File: src/rtl/upcounter_mod.sv
// Modulo-(MAX_VAL+1) up counter with synchronous clamped load, terminal-count
// flag, one-cycle cascade carry and an optional one-shot halt at MAX_VAL.
module upcounter_mod #(
  parameter int unsigned WIDTH   = 4,
  parameter int unsigned MAX_VAL = 15
) (
  input  logic             clk,
  input  logic             rst,      // asynchronous, active low
  input  logic             up,
  input  logic             load,
  input  logic [WIDTH-1:0] d,
  input  logic             oneshot,
  output logic [WIDTH-1:0] q,
  output logic             tc,
  output logic             carry,
  output logic             done
);

  localparam logic [WIDTH-1:0] MaxVal = WIDTH'(MAX_VAL);
  localparam logic [WIDTH-1:0] One    = WIDTH'(1);

  typedef enum logic [0:0] {StRun, StHalt} state_e;

  state_e           state_q, state_d;
  logic [WIDTH-1:0] cnt_q, cnt_d;
  logic             carry_q, carry_d;
  logic [WIDTH-1:0] load_val;
  logic             at_max;

  // Load value clamped so q never shows anything above MAX_VAL.
  always_comb begin
    load_val = (d > MaxVal) ? MaxVal : d;
    at_max   = (cnt_q == MaxVal);
  end

  // Next-state: load beats increment; carry is only ever a single-cycle pulse.
  always_comb begin
    state_d = state_q;
    cnt_d   = cnt_q;
    carry_d = 1'b0;
    unique case (state_q)
      StRun: begin
        if (load) begin
          cnt_d = load_val;
        end else if (up && at_max) begin
          carry_d = 1'b1;
          if (oneshot) begin
            state_d = StHalt;
          end else begin
            cnt_d = '0;
          end
        end else if (up) begin
          cnt_d = cnt_q + One;
        end
      end
      StHalt: begin
        // up with oneshot still set is ignored: no further carries.
        if (load) begin
          cnt_d   = load_val;
          state_d = StRun;
        end else if (up && !oneshot) begin
          cnt_d   = '0;
          state_d = StRun;
        end
      end
      default: begin
        state_d = StRun;
        cnt_d   = '0;
      end
    endcase
  end

  // State registers with asynchronous active-low reset.
  always_ff @(posedge clk or negedge rst) begin
    if (!rst) begin
      state_q <= StRun;
      cnt_q   <= '0;
      carry_q <= 1'b0;
    end else begin
      state_q <= state_d;
      cnt_q   <= cnt_d;
      carry_q <= carry_d;
    end
  end

  // Outputs: done comes straight from the state flop, tc follows q.
  always_comb begin
    q     = cnt_q;
    tc    = at_max;
    carry = carry_q;
    done  = (state_q == StHalt);
  end

endmodule

File: config.mk
export PLATFORM = sky130hd
export DESIGN_NAME = upcounter_mod
export DESIGN_NICKNAME = d
export VERILOG_FILES = /design/src/rtl/upcounter_mod.sv
export SDC_FILE = /design/constraint.sdc
export NUM_CORES = 1
export LEC_CHECK = 0
export CORE_AREA = 2 2 39 41
export DETAILED_ROUTE_END_ITERATION = 8
export DIE_AREA = 0 0 41 43
export HOLD_SLACK_MARGIN = 0.02
export SLEW_MARGIN = 10
export SYNTH_ARGS = -nofsm -noshare
export SYNTH_HDL_FRONTEND = slang
export SYNTH_SLANG_ARGS = --single-unit
File: constraint.sdc
create_clock -name clk -period 4.3 [get_ports clk]
set_clock_uncertainty 0.15 [all_clocks]
set_input_delay 0.86 -clock clk [delete_from_list [all_inputs] [get_ports clk]]
set_output_delay 0.86 -clock clk [all_outputs]
set_load 0.1 [all_outputs]
==> flow_summary_export.csv <==
group,metric,value,unit
outcome,outcome,"finished, final reports clean",
synth,synthesis.instances,35,
critical_path,cp.required,3.29,ns
sta,setup-violations-final,0,
critical_path,path_delay_family,"buffers and inverters",
synth,synth_area_leaders,"dfrtp_1 38%, a31oi_4 5.4%, nand4_4 5.4%, a311o_1 5.1%, inv_1 3.8%",
cells_and_area,diodes,0,
cells_and_area,nets,64,
sta,fin_setup_tns,0,ns
pwr,power_density,462,nW/um^2
pwr,ir_worst_vdd,0.204,mV
synth,synth_top_area_share,38.2,%
clocking,cts_resized,0,
sta,layout_min_cycle_time,3.25,ns
synth,synth.avg_cell_area,11.2,sq um
synth,yosysSeqAreaShare,38.2,%
synth,synth.cell_area,393,sq um
synth,post-synth-top-area-cell,"dfrtp_1",
die,start_util,28.4,%
clocking,hold_buffers,0,
critical_path,worst-setup-path-type,"register to output port",
die,io_pins,16,
synth,synth_nets,45,
synth,yosys_warnings,0,
synth,synth-edff-count,0,
synth,ys_types,23,
die,rows,14,
sta,drv_slew,0,
place,port_buffers,15,
drt,wl_per_cell,14.4,microns
die,fp.dieW,41,microns
synth,synth.most_common_cell,"dfrtp_1",
grt,antenna_found_initial,0,
cells_and_area,area_growth_syn_to_layout,47.8,%
grt,globalRouteTotalUtil,14.4,%
critical_path,cp_num_buf_inv,1,
die,die_area,1760,sq um
drt,totalWireLength,980,microns
grt,grt_pass1_wl,1640,microns
cells_and_area,multiInputGateArea,223,sq um
synth,ys.flop_type,"dfrtp_1",
clocking,cts_tree,"done",
cells_and_area,final_util,42.0,%
clocking,clockBufferDepth,2,
clocking,insertion_delay,0.24,ns
min_path,min_path_type,"register to register",
grt,first_global_vias,353,
pwr,leakagePower,0.000226,uW
sta,finalHoldViolCount,0,
critical_path,path_cells,"ha_1 -> and3_1 -> clkdlybuf4s50_1",
drt,via_count,364,
cells_and_area,drive_above_1_share,13.5,%
synth,ys_seq_elements,6,
critical_path,end_kind,"output port",
drt,ant_nets,0,
synth,netlist_top_cells_count,"6 x dfrtp_1, 4 x inv_1",
sta,timing.fmax,308,MHz
cells_and_area,final-seq-area,150,sq um
synth,async_flop_share,100,%
sta,min_period_over_period,75.6,%
cells_and_area,num-fill-cells,147,
sta,worst_slew_pin_slew,0.967,ns
clocking,htreeDepth,1,
grt,grt_max_degree,13,
clocking,clkTransAtPathRegs,0.05,ns
flow_run,drv_cap,0,
sta,whs,0.435,ns
drt,firstDrtPassIters,2,
sta,rsz0062_at_grt,"no",
clocking,cts_setup_buffers,0,
critical_path,slowest_stage,"clkdlybuf4s50_1",
die,fp.dieH,43,microns
clocking,cts_buffers,3,
clocking,cts-root-buf,"clkbuf_4",
clocking,cts_sinks,6,
critical_path,cp_slowest_stage_delay,1.12,ns
drt,dr.first_iter.drc_count,3,
critical_path,crit_fanout,5,
grt,grt-ovfl-total,0,
place,place_hpwl,732,microns
critical_path,arrival,2.24,ns
sta,slew_headroom,35.3,%
drt,via_per_inst,5.35,
die,core,1380,sq um
drt,drc,0,
place,gp_congestion,0.746,
critical_path,start_kind,"register",
[registers in the layout, indices dropped and copies added, names as in the netlist]
| name | flops |
|---|---|
| carry | 1 |
| done | 1 |
| q | 4 |
[where the power goes]
part / leakage [uW] / switching, uW / internal [uW]
sequential: 0.0000760 / 15.9 / 65.5
combinational: 0.000136 / 95.1 / 40.1
clock: 0.0000138 / 20.0 / 31.6
total: 0.000226 / 131 / 137
[stage by stage]
| step | setup WS (ns) | std cells | area [sq um] | total power [uW] |
|---|---|---|---|---|
| CTS | 1.04 | 68 | 581 | 272 |
| finish | 1.05 | 68 | 581 | 268 |
| detailed placement | 1.31 | 65 | 558 | 218 |
| floorplan | 1.13 | 35 | 393 | 181 |
| global placement | 1.33 | 65 | 558 | 217 |
| global route | 0.955 | 68 | 581 | 285 |
[cell families (layout without fill, tap and decap cells)]
| kind of cell | count (synthesis) | count (layout) | share of synthesized area, % |
|---|---|---|---|
| mux | 2 | 2 | 6.69 |
| simple gates | 11 | 11 | 20.4 |
| fa+ha+maj | 1 | 1 | 3.18 |
| flops | 6 | 6 | 38.2 |
| buf+inv | 5 | 22 | 5.09 |
| compound gates | 10 | 10 | 26.4 |
[cell type report]
type | count | area share, %
flip-flops and latches | 6 | 25.9
clock buffers | 3 | 3.88
inverters | 4 | 2.59
multi-input cells | 24 | 38.4
well taps | 16 | 3.45
repair buffers | 15 | 25.9
[layout by cell type (no fill, tap or decap), drive strengths merged, types with 2 or more instances in the layout]
cell type	n
clkdlybuf4s50	15
dfrtp	6
inv	4
clkbuf	3
nand4	3
nor3	2
nand2	2
a311o	2
o211ai	2
mux2	2
[routing by layer]
metal  up-vias  track usage, %  part of all wire, %
met5         -               0                    0
met4         0            12.0                  2.8
met3         2            1.57                  2.4
met2         9            18.8                   48
met1       176            20.1                   46
li1        177               -                    -
[worst paths after layout]
check	endpoint	cells after the start	slack (ns)	start
min reg2reg	carry	1	0.44	done
max reg2reg	q[0]	4	2.54	q[0]
max	tc	3	1.05	q[0]
max in group asynchronous	q[3]	1	3.05	rst
min in group asynchronous	done	1	0.72	rst
min	carry	1	0.44	done
Power figures use the tool's default switching activity.
